===== src/rtl/cpu_phase_sequencer.sv =====
// ---------------------------------------------------------------------------
// cpu_phase_sequencer
//
// Instruction phase sequencer for the core. Steps every instruction through
// FETCH -> DECODE -> EXECUTE -> COMMIT. It runs the memory bus handshake for
// the fetch and for an optional execute-phase data access, captures the
// instruction register and the execute-phase read data, and handles the
// interrupt acknowledge cycle and the halt/wake path.
//
// Parameters
//   DATA_WIDTH  : width of DIN, DOUT, IR, MDR, MEM_WDATA
//   ADDR_WIDTH  : width of PC_IN, MEM_ADDR, ABUS, VEC
//   WAIT_STATES : minimum extra cycles per bus access (0..15)
//   INT_VECTOR  : value driven on VEC during the interrupt acknowledge cycle
//
// Ports
//   CLK, RESETN        : clock (rising edge), asynchronous active-low reset
//   PC_IN              : fetch address from the register file
//   DIN                : memory read data
//   READYN             : memory ready, active low; high stretches a bus phase
//   MEM_REQ / MEM_WR   : execute-phase access request and direction (1=write)
//   MEM_ADDR/MEM_WDATA : execute-phase access address and write data
//   HALT_REQ           : halt instruction decoded, sampled in EXECUTE
//   INTN, IE           : interrupt request (active-low level), enable
//   ABUS, DOUT         : memory address / write data (hold outside bus phases)
//   MREQN, RD_WRN      : memory request (active low), 1=read 0=write
//   IR, MDR            : instruction register, execute-phase read data
//   FETCH..COMMIT      : one-hot phase indicators
//   INTA, VEC          : interrupt acknowledge strobe and vector
//   HALT               : core halted
// ---------------------------------------------------------------------------
module cpu_phase_sequencer #(
  parameter int                    DATA_WIDTH  = 16,
  parameter int                    ADDR_WIDTH  = 16,
  parameter int                    WAIT_STATES = 0,
  parameter logic [ADDR_WIDTH-1:0] INT_VECTOR  = ADDR_WIDTH'(16'h0002)
) (
  input  logic                  CLK,
  input  logic                  RESETN,
  input  logic [ADDR_WIDTH-1:0] PC_IN,
  input  logic [DATA_WIDTH-1:0] DIN,
  input  logic                  READYN,
  input  logic                  MEM_REQ,
  input  logic                  MEM_WR,
  input  logic [ADDR_WIDTH-1:0] MEM_ADDR,
  input  logic [DATA_WIDTH-1:0] MEM_WDATA,
  input  logic                  HALT_REQ,
  input  logic                  INTN,
  input  logic                  IE,
  output logic [ADDR_WIDTH-1:0] ABUS,
  output logic [DATA_WIDTH-1:0] DOUT,
  output logic                  MREQN,
  output logic                  RD_WRN,
  output logic [DATA_WIDTH-1:0] IR,
  output logic [DATA_WIDTH-1:0] MDR,
  output logic                  FETCH,
  output logic                  DECODE,
  output logic                  EXECUTE,
  output logic                  COMMIT,
  output logic                  INTA,
  output logic [ADDR_WIDTH-1:0] VEC,
  output logic                  HALT
);

  // One-hot state encoding; all-zero is the pre-fetch idle state after reset.
  localparam logic [5:0] ST_IDLE    = 6'b000000;
  localparam logic [5:0] ST_FETCH   = 6'b000001;
  localparam logic [5:0] ST_DECODE  = 6'b000010;
  localparam logic [5:0] ST_EXECUTE = 6'b000100;
  localparam logic [5:0] ST_COMMIT  = 6'b001000;
  localparam logic [5:0] ST_INT_ACK = 6'b010000;
  localparam logic [5:0] ST_HALTED  = 6'b100000;

  localparam logic [3:0] WS_INIT = 4'(WAIT_STATES);

  logic [5:0]            state_q;
  logic [5:0]            state_d;
  logic [3:0]            wait_cnt_q;
  logic                  exec_first_q;
  logic                  req_q;
  logic                  wr_q;
  logic                  halt_pending_q;
  logic [ADDR_WIDTH-1:0] addr_q;
  logic [DATA_WIDTH-1:0] wdata_q;
  logic [ADDR_WIDTH-1:0] abus_q;
  logic [DATA_WIDTH-1:0] dout_q;
  logic [DATA_WIDTH-1:0] ir_q;
  logic [DATA_WIDTH-1:0] mdr_q;

  logic                  is_fetch;
  logic                  is_execute;
  logic                  is_commit;
  logic                  req_eff;
  logic                  wr_eff;
  logic [ADDR_WIDTH-1:0] addr_eff;
  logic [DATA_WIDTH-1:0] wdata_eff;
  logic                  exec_bus;
  logic                  bus_active;
  logic                  bus_done;
  logic                  exec_last;
  logic                  irq;

  assign is_fetch   = state_q[0];
  assign is_execute = state_q[2];
  assign is_commit  = state_q[3];

  // The execute-phase request is taken live on the first EXECUTE cycle and
  // from the captured copy afterwards, so decode may move on mid-phase.
  assign req_eff   = exec_first_q ? MEM_REQ   : req_q;
  assign wr_eff    = exec_first_q ? MEM_WR    : wr_q;
  assign addr_eff  = exec_first_q ? MEM_ADDR  : addr_q;
  assign wdata_eff = exec_first_q ? MEM_WDATA : wdata_q;

  assign exec_bus   = is_execute && req_eff;
  assign bus_active = is_fetch || exec_bus;

  // A bus phase ends only once the minimum wait count has expired and the
  // memory reports ready in the same cycle.
  assign bus_done  = (wait_cnt_q == 4'd0) && !READYN;
  assign exec_last = !req_eff || bus_done;
  assign irq       = !INTN && IE;

  always_comb begin
    state_d = state_q;
    case (state_q)
      ST_IDLE:    state_d = ST_FETCH;
      ST_FETCH:   if (bus_done) state_d = ST_DECODE;
      ST_DECODE:  state_d = ST_EXECUTE;
      ST_EXECUTE: if (exec_last) state_d = ST_COMMIT;
      ST_COMMIT: begin
        if (halt_pending_q) begin
          state_d = ST_HALTED;
        end else if (irq) begin
          state_d = ST_INT_ACK;
        end else begin
          state_d = ST_FETCH;
        end
      end
      ST_INT_ACK: state_d = ST_FETCH;
      ST_HALTED:  if (irq) state_d = ST_INT_ACK;
      default:    state_d = ST_IDLE;
    endcase
  end

  always_ff @(posedge CLK or negedge RESETN) begin
    if (!RESETN) begin
      state_q        <= ST_IDLE;
      wait_cnt_q     <= WS_INIT;
      exec_first_q   <= 1'b0;
      req_q          <= 1'b0;
      wr_q           <= 1'b0;
      halt_pending_q <= 1'b0;
    end else begin
      state_q <= state_d;

      // Every phase change reloads the wait count, so each bus phase starts
      // with the full minimum regardless of what preceded it.
      if (state_d != state_q) begin
        wait_cnt_q <= WS_INIT;
      end else if (wait_cnt_q != 4'd0) begin
        wait_cnt_q <= wait_cnt_q - 4'd1;
      end

      exec_first_q <= (state_d == ST_EXECUTE) && (state_q != ST_EXECUTE);

      if (exec_first_q) begin
        req_q <= MEM_REQ;
        wr_q  <= MEM_WR;
      end

      if (is_execute && exec_last && HALT_REQ) begin
        halt_pending_q <= 1'b1;
      end else if (is_commit && halt_pending_q) begin
        halt_pending_q <= 1'b0;
      end
    end
  end

  // Captured access address/data are only meaningful while req_q is set.
  always_ff @(posedge CLK) begin
    if (exec_first_q) begin
      addr_q  <= MEM_ADDR;
      wdata_q <= MEM_WDATA;
    end
  end

  always_ff @(posedge CLK or negedge RESETN) begin
    if (!RESETN) begin
      abus_q <= '0;
      dout_q <= '0;
      ir_q   <= '0;
      mdr_q  <= '0;
    end else begin
      abus_q <= ABUS;
      dout_q <= DOUT;
      if (is_fetch && bus_done) begin
        ir_q <= DIN;
      end
      if (exec_bus && !wr_eff && bus_done) begin
        mdr_q <= DIN;
      end
    end
  end

  // Bus outputs are driven straight from the current phase so the address
  // is valid in the first bus cycle, and fall back to the held copy between
  // accesses.
  assign ABUS   = bus_active ? (is_fetch ? PC_IN : addr_eff) : abus_q;
  assign DOUT   = (exec_bus && wr_eff) ? wdata_eff : dout_q;
  assign MREQN  = !bus_active;
  assign RD_WRN = exec_bus ? !wr_eff : 1'b1;

  assign IR  = ir_q;
  assign MDR = mdr_q;

  assign FETCH   = state_q[0];
  assign DECODE  = state_q[1];
  assign EXECUTE = state_q[2];
  assign COMMIT  = state_q[3];
  assign INTA    = state_q[4];
  assign HALT    = state_q[5];
  assign VEC     = state_q[4] ? INT_VECTOR : '0;

endmodule


===== config.mk =====
export PLATFORM = sky130hd
export DESIGN_NAME = cpu_phase_sequencer
export DESIGN_NICKNAME = d
export VERILOG_FILES = /design/src/rtl/cpu_phase_sequencer.sv
export SDC_FILE = /design/constraint.sdc
export NUM_CORES = 1
export LEC_CHECK = 0
export ABC_AREA = 1
export CAP_MARGIN = 20
export CORE_UTILIZATION = 45
export DETAILED_ROUTE_END_ITERATION = 8
export GPL_TIMING_DRIVEN = 1
export PLACE_DENSITY = 0.84
export SLEW_MARGIN = 5
export SYNTH_ARGS = -nofsm -noshare
export SYNTH_HDL_FRONTEND = slang
export SYNTH_SLANG_ARGS = --single-unit

===== constraint.sdc =====
create_clock -name CLK -period 2 [get_ports CLK]
set_input_delay 0.4 -clock CLK [delete_from_list [all_inputs] [get_ports CLK]]
set_output_delay 0.4 -clock CLK [all_outputs]
set_load 0.02 [all_outputs]

==> results of run 1 <==
[sequential cells by signal, indices dropped and copies added, names as in the netlist]
signal          flops
exec_first_q        1
halt_pending_q      1
IR                 16
wait_cnt_q          4
req_q               1
wr_q                1
MDR                16
dout_q             16
abus_q             16
wdata_q            16
addr_q             16
state_q             6
[final timing paths]
check | to | cells after the start
worst max-delay path | DOUT[6] | 10
worst min-delay path | addr_q[10] | 2
worst max register to register | dout_q[3] | 12
worst min register to register | addr_q[10] | 2
max in group asynchronous | IR[13] | 3
min in group asynchronous | state_q[3] | 3
[synthesized netlist by cell type (2+ instances only)]
| cell type | instances | area, um^2 |
|---|---|---|
| dfxtp_1 | 32 | 641 |
| xor2_1 | 2 | 17.5 |
| nand2_2 | 3 | 18.8 |
| nand3_1 | 15 | 75.1 |
| o21ai_1 | 12 | 60.1 |
| o21ai_0 | 34 | 170 |
| nand2_1 | 213 | 800 |
| buf_2 | 3 | 15.0 |
| nor3_1 | 2 | 10.0 |
| dfrtp_1 | 78 | 1950 |
| a21oi_1 | 3 | 15.0 |
| buf_4 | 20 | 150 |
| nor2_1 | 16 | 60.1 |
| inv_1 | 27 | 101 |
| nand2_4 | 2 | 22.5 |
| mux2i_1 | 11 | 110 |
| clkbuf_1 | 9 | 33.8 |
| ha_1 | 2 | 25.0 |
| inv_2 | 2 | 7.51 |
| buf_6 | 3 | 33.8 |
| nand4_1 | 3 | 18.8 |
[area by class of cell]
cell class,instances,area share
Timing Repair inverter,1,0.000547
Multi-Input combinational cell,338,0.253
Clock buffer,12,0.0243
Sequential cell,110,0.378
Timing Repair Buffer,202,0.295
Inverter,30,0.0179
Tap cell,129,0.0235
Clock inverter,4,0.00766
[layout by cell type (no fill, tap or decap), types with 2 or more instances in the layout]
cell,n
dfrtp_1,76
o21ai_1,12
buf_8,3
o21ai_2,11
nand2_4,10
nand4_1,3
inv_1,27
clkdlybuf4s50_1,107
nor2_1,16
nand2_2,42
nor3_1,2
dfxtp_1,32
buf_4,48
conb_1,15
dfrtp_2,2
inv_4,3
o21ai_0,23
ha_1,2
mux2i_1,10
xor2_1,2
a21oi_1,3
buf_6,35
buf_12,6
clkbuf_8,10
nand2_1,166
nand3_1,10
nand3_2,5
[cell families (layout without fill, tap and decap cells)]
family | Yosys count | after routing | synth area share
simple gates | 257 | 257 | 0.234
other cells | 1 | 15 | 0.000853
mux | 11 | 11 | 0.0251
flops | 110 | 110 | 0.590
xor+xnor | 2 | 2 | 0.00399
compound gates | 51 | 51 | 0.0612
fa+ha+maj | 2 | 2 | 0.00569
buf+inv | 65 | 249 | 0.0791
[per-stage QoR]
step                      setup TNS [ns]  power (uW)  setup slack [ns]
after global placement            -19.30        8820            -0.605
after CTS                          -3.42       11100            -0.156
after global routing               -6.20       12200            -0.246
after floorplan                   -0.211        6360           -0.0527
final                              -3.99       11500            -0.176
after detailed placement          -20.04        8990            -0.655
[where the power goes]
| group | switching [uW] | leakage [uW] | total, uW | internal [uW] |
|---|---|---|---|---|
| clock | 741 | 0.000108 | 1430 | 694 |
| sequential | 442 | 0.00123 | 3660 | 3220 |
| combinational | 3380 | 0.00204 | 6410 | 3030 |
| total | 4560 | 0.00338 | 11500 | 6940 |
[metal layers]
layer	up-vias	track usage	part of all wire
met1	1857	0.275	0.40
met4	0	0.0925	0.033
met5	-	0	0
met3	30	0.0374	0.040
met2	111	0.427	0.53
li1	1915	-	-
[worst max-delay path: stages (launching register included)]
cell and delay (ns):
dfrtp_2 0.46, inv_4 0.10, nand2_4 0.05, nand2_4 0.06, nand2_4 0.07, a21oi_4 0.14, buf_12 0.14, buf_12 0.14
nand2_2 0.06, nand2_2 0.08, buf_6 0.12
[repair_timing]
item,CTS,global route
hold buffers,1,0
endpoints found under the setup margin,35,35
gates cloned,1,0
endpoints found under the hold margin,23,0
buffers inserted,14,11
pin swaps,15,11
gates resized for setup,259,42
==> impl_metrics.py, run 1 <==
metrics = {
    "status": {
        "status": "complete, but fails checks",
        "violations": "negative setup slack",
    },
    "worst_setup_path": {
        "endpoint_kind": "primary output",
        "cp_max_fo": 8,
        "rrSetupSlack_ns": 0.32,
        "r2r_start": "exec_first_q",
        "cp-startpoint": "exec_first_q",
        "arrival_ns": 1.78,
        "startpoint_type": "flop",
        "crit_type": "flop to primary output",
        "required_ns": 1.60,
    },
    "timing": {
        "maxSlewViolCount": 0,
        "grt_setup_unrepaired": "yes",
        "min_period_ns": 2.18,
        "fin_ws_ns": -0.176,
        "timing.hold.ws_ns": 0.456,
        "skew_ns": 0.0156,
        "setup_viol": 32,
        "max_freq_mhz": 459,
        "report.final.hold_viol_count": 0,
        "finalCritPeriodShare": 1.09,
    },
    "global_routing": {
        "grt_use_total": 0.234,
        "grt_pass1_vias": 4001,
        "grt_overflow": 0,
        "antenna_found_initial": 0,
        "grt_pass1_wl_mm": 18.4,
        "grt_max_degree": 43,
    },
    "final_layout": {
        "regArea_mm2": 0.00259,
        "antenna_cells": 0,
        "layout-drive-gt1-share": 0.264,
        "syn2layout_area_growth_pct": 56.0,
        "instances_no_fill": 826,
        "final_util": 0.732,
        "nets": 766,
        "final_cell_area_mm2": 0.00686,
        "multi_input_area_mm2": 0.00174,
        "fill_cells": 694,
    },
    "drt": {
        "via_per_inst": 4.74,
        "final_antenna_net_count": 0,
        "drc": 0,
        "vias": 3913,
        "wl_mm": 11.7,
        "dr.pass1.iters": 4,
        "wl_per_cell_um": 14.2,
        "drtIter0Drc": 82,
    },
    "synth": {
        "netlist_instances": 499,
        "synth_edf_count": 0,
        "synthArstFlopShare": 0.709,
        "ys_ff_latch": 110,
        "synth_area_mm2": 0.00440,
        "ys.flop_type": "dfrtp_1",
        "synth_cell_types": 28,
        "ys_warn_count": 0,
        "yosysSeqAreaShare": 0.590,
        "synth_area_per_cell_um2": 8.81,
    },
    "clocking": {
        "cts_num_sinks": 110,
        "cts-root-buf": "clkbuf_8",
        "cts_buffers": 9,
        "htree_levels": 3,
        "clockBufferDepth": 2,
        "cts_tree": "built",
        "cts.clk_slew.worst_paths_ns": 0.09,
        "insertion_delay_ns": 0.37,
    },
    "floorplanning": {
        "dieArea_mm2": 0.0102,
        "initial_utilization": 0.469,
        "die_h_um": 101,
        "row_count": 35,
        "core_area_mm2": 0.00937,
        "io_pins": 160,
        "die_w_um": 101,
    },
    "min_path": {
        "hold_start": "addr_q[10]",
        "hp-class": "flop to flop",
    },
    "pwr": {
        "leakagePower_uw": 0.00338,
        "p_per_area_mw_per_mm2": 1680,
        "ir_drop_v": 0.000820,
    },
    "placed_design": {
        "routabilityCongestion": 0.784,
        "dpl-instance-area_mm2": 0.00611,
        "dp_hpwl_mm": 7.85,
        "dp_cells": 784,
        "numPortBuffers": 144,
    },
    "flow_run": {
        "cap_viol_max_count": 0,
    },
}
(Power assumes the default switching activity.)
==> inputs of run 2 (changes only) <==
- CORE_ASPECT_RATIO: unset -> 0.9
- CORE_MARGIN: unset -> 1
- HOLD_SLACK_MARGIN: unset -> 0.15
==> run 2 against run 1 <==
Compared with the run above:
- the flow still finishes with violations (negative setup slack)
- sequential power about the same
- via count up 1.3%
- die area about the same
- critical path type is now primary input to primary output
- critical endpoint is now DOUT[8]
- highest routed layer unchanged
==> impl_metrics.py, run 2 (synthesis gave the netlist of run 1 again) <==
metrics = {
    "floorplanning": {
        "io_pins": 160,
        "initial_utilization": 0.473,
        "core_area_mm2": 0.00929,
        "row_count": 33,
        "dieArea_mm2": 0.0102,
        "die_w_um": 106,
        "die_h_um": 95.8,
    },
    "global_routing": {
        "grt_pass1_vias": 4100,
        "grt_max_degree": 42,
        "grt_overflow": 0,
        "grt_use_total": 0.240,
        "antenna_found_initial": 0,
        "grt_pass1_wl_mm": 19.1,
    },
    "final_layout": {
        "multi_input_area_mm2": 0.00177,
        "nets": 762,
        "fill_cells": 657,
        "antenna_cells": 0,
        "syn2layout_area_growth_pct": 56.6,
        "final_common_cell": "nand2_1",
        "layout-drive-gt1-share": 0.254,
        "regArea_mm2": 0.00259,
        "layout_common_cells": "nand2_1, clkdlybuf4s50_1, dfrtp_1, buf_4, buf_6",
    },
    "placed_design": {
        "numPortBuffers": 144,
        "routabilityCongestion": 0.786,
        "dp_hpwl_mm": 7.89,
    },
    "timing": {
        "setup_viol": 32,
        "finalCritPeriodShare": 1.09,
        "grt_setup_unrepaired": "yes",
        "fin_ws_ns": -0.187,
        "min_period_ns": 2.19,
        "timing.hold.ws_ns": 0.454,
        "skew_ns": 0.0135,
        "report.final.hold_viol_count": 0,
        "worst_slew_pin_slew_ns": 0.537,
        "maxSlewViolCount": 0,
        "maxSlewHeadroom": 0.642,
        "max_freq_mhz": 457,
    },
    "worst_setup_path": {
        "crit_type": "primary input to primary output",
        "cp-startpoint": "MEM_REQ",
        "endpoint_kind": "primary output",
        "arrival_ns": 1.79,
        "worst-r2r-cell-count": 12,
        "rrSetupSlack_ns": 0.29,
        "startpoint_type": "primary input",
        "required_ns": 1.60,
        "r2r_start": "exec_first_q",
        "cp_max_fo": 8,
        "reg2reg_to": "dout_q[2]",
    },
    "status": {
        "status": "complete, but fails checks",
        "violations": "negative setup slack",
    },
    "min_path": {
        "hp-class": "flop to flop",
        "hold_start": "wdata_q[15]",
        "hold-path-cell-count": 2,
        "whs_endpoint": "wdata_q[15]",
    },
    "pwr": {
        "ir_drop_v": 0.000858,
        "leakagePower_uw": 0.00342,
        "p_per_area_mw_per_mm2": 1670,
        "design_power_total_uw": 11500,
    },
    "drt": {
        "drc": 0,
        "vias": 3963,
        "wl_mm": 11.8,
        "via_per_inst": 4.86,
        "wl_per_cell_um": 14.4,
        "final_antenna_net_count": 0,
        "dr.pass1.iters": 4,
        "drtIter0Drc": 138,
    },
    "clocking": {
        "cts_tree": "built",
        "insertion_delay_ns": 0.36,
        "htree_levels": 3,
        "cts.clk_slew.worst_paths_ns": 0.09,
        "cts-root-buf": "clkbuf_8",
        "cts_num_sinks": 110,
        "cts_buffers": 9,
        "clockBufferDepth": 2,
    },
    "flow_run": {
        "cap_viol_max_count": 0,
    },
}
run 2: per-stage QoR:
step	setup slack (ns)	cell area, um^2	cells	util	setup TNS (ns)
finish	-0.187	6880	815	0.741	-4.55
detailed placement	-0.701	6090	774	0.656	-20.19
CTS	-0.171	6620	805	0.713	-4.29
global placement	-0.610	6090	774	0.656	-19.25
floorplan	-0.0527	4450	513	-	-0.211
global route	-0.254	6880	815	0.741	-6.98
run 2: timing repair:
item                                   4_1_cts  5_1_grt
buffers inserted                            13        9
setup endpoints to repair                   35       35
pin swaps                                   18        6
resized for setup                          263       40
cloned                                       1        2
hold buffers                                 1        0
endpoints found under the hold margin       40        0
run 2: layout make-up:
cell class / count / area share
Clock buffer: 9 / 0.0180
Clock inverter: 7 / 0.0113
Inverter: 30 / 0.0182
Multi-Input combinational cell: 338 / 0.257
Sequential cell: 110 / 0.377
Tap cell: 122 / 0.0222
Timing Repair Buffer: 198 / 0.295
Timing Repair inverter: 1 / 0.000909
run 2: per-layer routing:
metal | routed length (um) | GRT usage | vias to the layer above
met2 | 6110 | 0.438 | 116
li1 | - | - | 1907
met4 | 280 | 0.0706 | 0
met5 | 0 | 0 | -
met1 | 4860 | 0.288 | 1918
met3 | 522 | 0.0481 | 22
run 2: power by group:
group          total (uW)  switching, uW  internal (uW)
logic                6470           3440           3030
clock network        1350            750            596
registers            3660            441           3220
run 2: worst max-delay path, cell delays in order:
cell and delay [ns]:
clkdlybuf4s50_1 0.49, nand2_2 0.07, nand2_4 0.08, nand2_4 0.06
a21oi_4 0.14, buf_12 0.15, buf_12 0.14, nand2_2 0.05
nand2_2 0.08, buf_6 0.12
run 2: how the worst max path moves through the flow:
stage / cells after the start / to
after detailed placement: 9 / ABUS[11]
after CTS: 10 / DOUT[6]
after floorplan: 9 / ABUS[11]
final: 10 / DOUT[8]
after global routing: 9 / ABUS[15]
after global placement: 9 / DOUT[11]
==> inputs of run 3 (changes only) <==
- ABC_AREA: 1 -> unset
- CELL_PAD_IN_SITES_DETAIL_PLACEMENT: unset -> 0
- CELL_PAD_IN_SITES_GLOBAL_PLACEMENT: unset -> 1
- CORE_UTILIZATION: 45 -> 37
- PLACE_DENSITY: 0.84 -> 0.87
- clock period: 2 -> 2.75 ns (I/O delays scaled with it)
==> run 3 against run 2 <==
Compared with the run above:
- the run now ends clean
- clock-buffer cell count is 1 higher
- setup slack improved by 0.22 ns
- first-iteration DRC count fell by 37%
- critical path depth down 3
- clock power shrank 8%
- die area is 20% higher
==> impl_metrics.py, run 3 <==
metrics = {
    "final_layout": {
        "fill_cells": 1022,
        "nets": 559,
        "antenna_cells": 0,
        "layout-drive-gt1-share": 0.318,
        "layout_common_cells": "clkdlybuf4s50_1, dfrtp_1, mux2_2, dfxtp_1, buf_4",
        "final_common_cell": "clkdlybuf4s50_1",
        "syn2layout_area_growth_pct": 43.2,
    },
    "placed_design": {
        "place_ws_ns": -0.525,
        "dp_hpwl_mm": 6.66,
        "routabilityCongestion": 0.727,
        "numPortBuffers": 144,
    },
    "clocking": {
        "clockBufferDepth": 2,
        "cts_buffers": 9,
        "cts_tree": "built",
        "insertion_delay_ns": 0.34,
        "cts.clk_slew.worst_paths_ns": 0.07,
        "cts_num_sinks": 110,
        "htree_levels": 3,
        "cts-root-buf": "clkbuf_16",
    },
    "worst_setup_path": {
        "slowest_delay_ns": 0.41,
        "arrival_ns": 2.16,
        "startpoint_type": "primary input",
        "cp_top_family": "buffers and inverters",
        "cp.buffers_inverters": 3,
        "cp_max_fo": 17,
        "slowest_stage": "clkdlybuf4s50_1",
        "path_cells": "clkdlybuf4s50_1, mux2_4, and2_4, buf_12, mux2i_1, o21ai_0, buf_2",
        "required_ns": 2.20,
        "crit_type": "primary input to primary output",
        "endpoint_kind": "primary output",
    },
    "synth": {
        "ys_ff_latch": 110,
        "synth_cell_types": 40,
        "yosysTopAreaCellShare": 0.448,
        "yosysSeqAreaShare": 0.594,
        "ys_top_cells_by_area": "dfrtp_1, mux2_2, dfxtp_1",
        "ys_warn_count": 0,
        "yosysTopAreaCell": "dfrtp_1",
        "synth_area_mm2": 0.00436,
        "synth_area_per_cell_um2": 13.6,
        "synthArstFlopShare": 0.709,
        "yosys-top-cells-count": "dfrtp_1, mux2_2, dfxtp_1",
        "yosysMostFrequentCell": "dfrtp_1",
        "ys.flop_type": "dfrtp_1",
        "netlist_instances": 321,
        "synth_edf_count": 0,
    },
    "drt": {
        "wl_per_cell_um": 15.0,
        "drtIter0Drc": 87,
        "drc": 0,
        "final_antenna_net_count": 0,
        "vias": 2982,
        "wl_mm": 9.66,
        "via_per_inst": 4.62,
        "dr.pass1.iters": 4,
    },
    "timing": {
        "worst_slew_pin_slew_ns": 0.631,
        "finalCritPeriodShare": 0.986,
        "min_period_ns": 2.71,
        "maxSlewHeadroom": 0.575,
        "grt_setup_unrepaired": "yes",
        "skew_ns": 0.00766,
        "setup_viol": 0,
        "timing.hold.ws_ns": 0.474,
        "tns_ns": 0,
        "max_freq_mhz": 369,
        "fin_ws_ns": 0.0379,
        "report.final.hold_viol_count": 0,
        "maxSlewViolCount": 0,
    },
    "global_routing": {
        "grt_pass1_vias": 3212,
        "globalRoute.busiestLayer": "met2",
        "antenna_found_initial": 0,
        "use_met3": 0.0481,
        "grt_use_total": 0.167,
        "grt.met2_usage": 0.276,
        "grtUsageMet1": 0.208,
        "grt_overflow": 0,
        "grt_max_degree": 79,
        "grt_pass1_wl_mm": 15.6,
    },
    "floorplanning": {
        "row_count": 37,
        "dieArea_mm2": 0.0122,
        "die_h_um": 105,
        "initial_utilization": 0.381,
        "core_area_mm2": 0.0114,
        "io_pins": 160,
        "die_w_um": 116,
    },
    "status": {
        "status": "completed",
    },
    "pwr": {
        "internal_power_uw": 4560,
        "swShare": 0.354,
        "power_frac_comb": 0.461,
        "design_power_total_uw": 7060,
        "switching_power_uw": 2500,
        "ir_drop_v": 0.000517,
        "p_seq_frac": 0.363,
        "power.share.clock": 0.176,
        "leakagePower_uw": 0.00275,
        "p_per_area_mw_per_mm2": 1130,
    },
    "flow_run": {
        "cap_viol_max_count": 0,
    },
    "min_path": {
        "hp-class": "flop to flop",
    },
}
-- run 3: changes by cell type in the layout (fill, tap and decap cells not counted), moves of 17 or more --
cell,before,now
nand2_1,172,19
mux2_2,0,71
buf_6,33,0
nand2_2,29,2
buf_2,0,23
inv_1,27,4
o21ai_0,23,2
nand2_4,17,0
-- run 3: cells by family (layout without fill, tap and decap cells) --
| kind of cell | Yosys count | in the layout | synth area share |
|---|---|---|---|
| DFF | 110 | 110 | 0.594 |
| muxes | 98 | 98 | 0.248 |
| and+or+nand+nor | 48 | 49 | 0.0611 |
| buffers and inverters | 34 | 188 | 0.0482 |
| AOI/OAI and AO/OA | 27 | 27 | 0.0393 |
| adders and majority gates | 2 | 2 | 0.00574 |
| other | 1 | 15 | 0.000860 |
| xor gates and xnor gates | 1 | 1 | 0.00201 |
-- run 3: metal layers --
layer	part of all wire	wire length [um]
met1	0.43	4130
met3	0.066	639
met2	0.50	4790
met5	0	0
met4	0.011	102
-- run 3: area by class of cell --
| cell class | count | area, um^2 | share of cell area |
|---|---|---|---|
| clock inverters | 6 | 52.6 | 0.00841 |
| multi-input cells | 192 | 1650 | 0.264 |
| flip-flops and latches | 110 | 2590 | 0.415 |
| clock buffers | 10 | 229 | 0.0367 |
| well taps | 156 | 195 | 0.0312 |
| repair buffers | 168 | 1510 | 0.242 |
| inverters | 4 | 15.0 | 0.00240 |
-- run 3: through the flow --
step / cell area [um^2] / std cells / utilization
3_5_place_dp: 6020 / 625 / 0.526
6_report: 6250 / 646 / 0.546
2_1_floorplan: 4410 / 335 / -
4_1_cts: 6220 / 643 / 0.544
5_1_grt: 6250 / 646 / 0.546
3_3_place_gp: 6020 / 625 / 0.526
-- run 3: timing repair --
| item | CTS | global route |
|---|---|---|
| endpoints found under the setup margin | 34 | 20 |
| setup buffers | 1 | 1 |
| gates cloned | 1 | 0 |
| pin swaps | 1 | 2 |
| endpoints found under the hold margin | 0 | 16 |
| gates resized for setup | 154 | 21 |
| hold buffers | 0 | 1 |
-- run 3: final timing paths --
kind	startpoint	end	slack, ns	cells after the start
worst max register to register	wait_cnt_q[0]	MDR[6]	0.54	6
min in group asynchronous	RESETN	abus_q[7]	0.63	2
worst min register to register	wdata_q[9]	wdata_q[9]	0.47	1
worst min-delay path	wdata_q[9]	wdata_q[9]	0.47	1
worst max-delay path	MEM_REQ	ABUS[12]	0.04	7
max in group asynchronous	RESETN	IR[0]	1.53	3
-- run 3: power by group through the flow --
stage	registers (uW)	clock network [uW]	logic, uW
after floorplan	2830	0	1600
after global placement	2560	0	3320
after detailed placement	2600	0	3380
after CTS	2570	1290	3260
after global routing	2650	1350	3490
final	2560	1240	3260
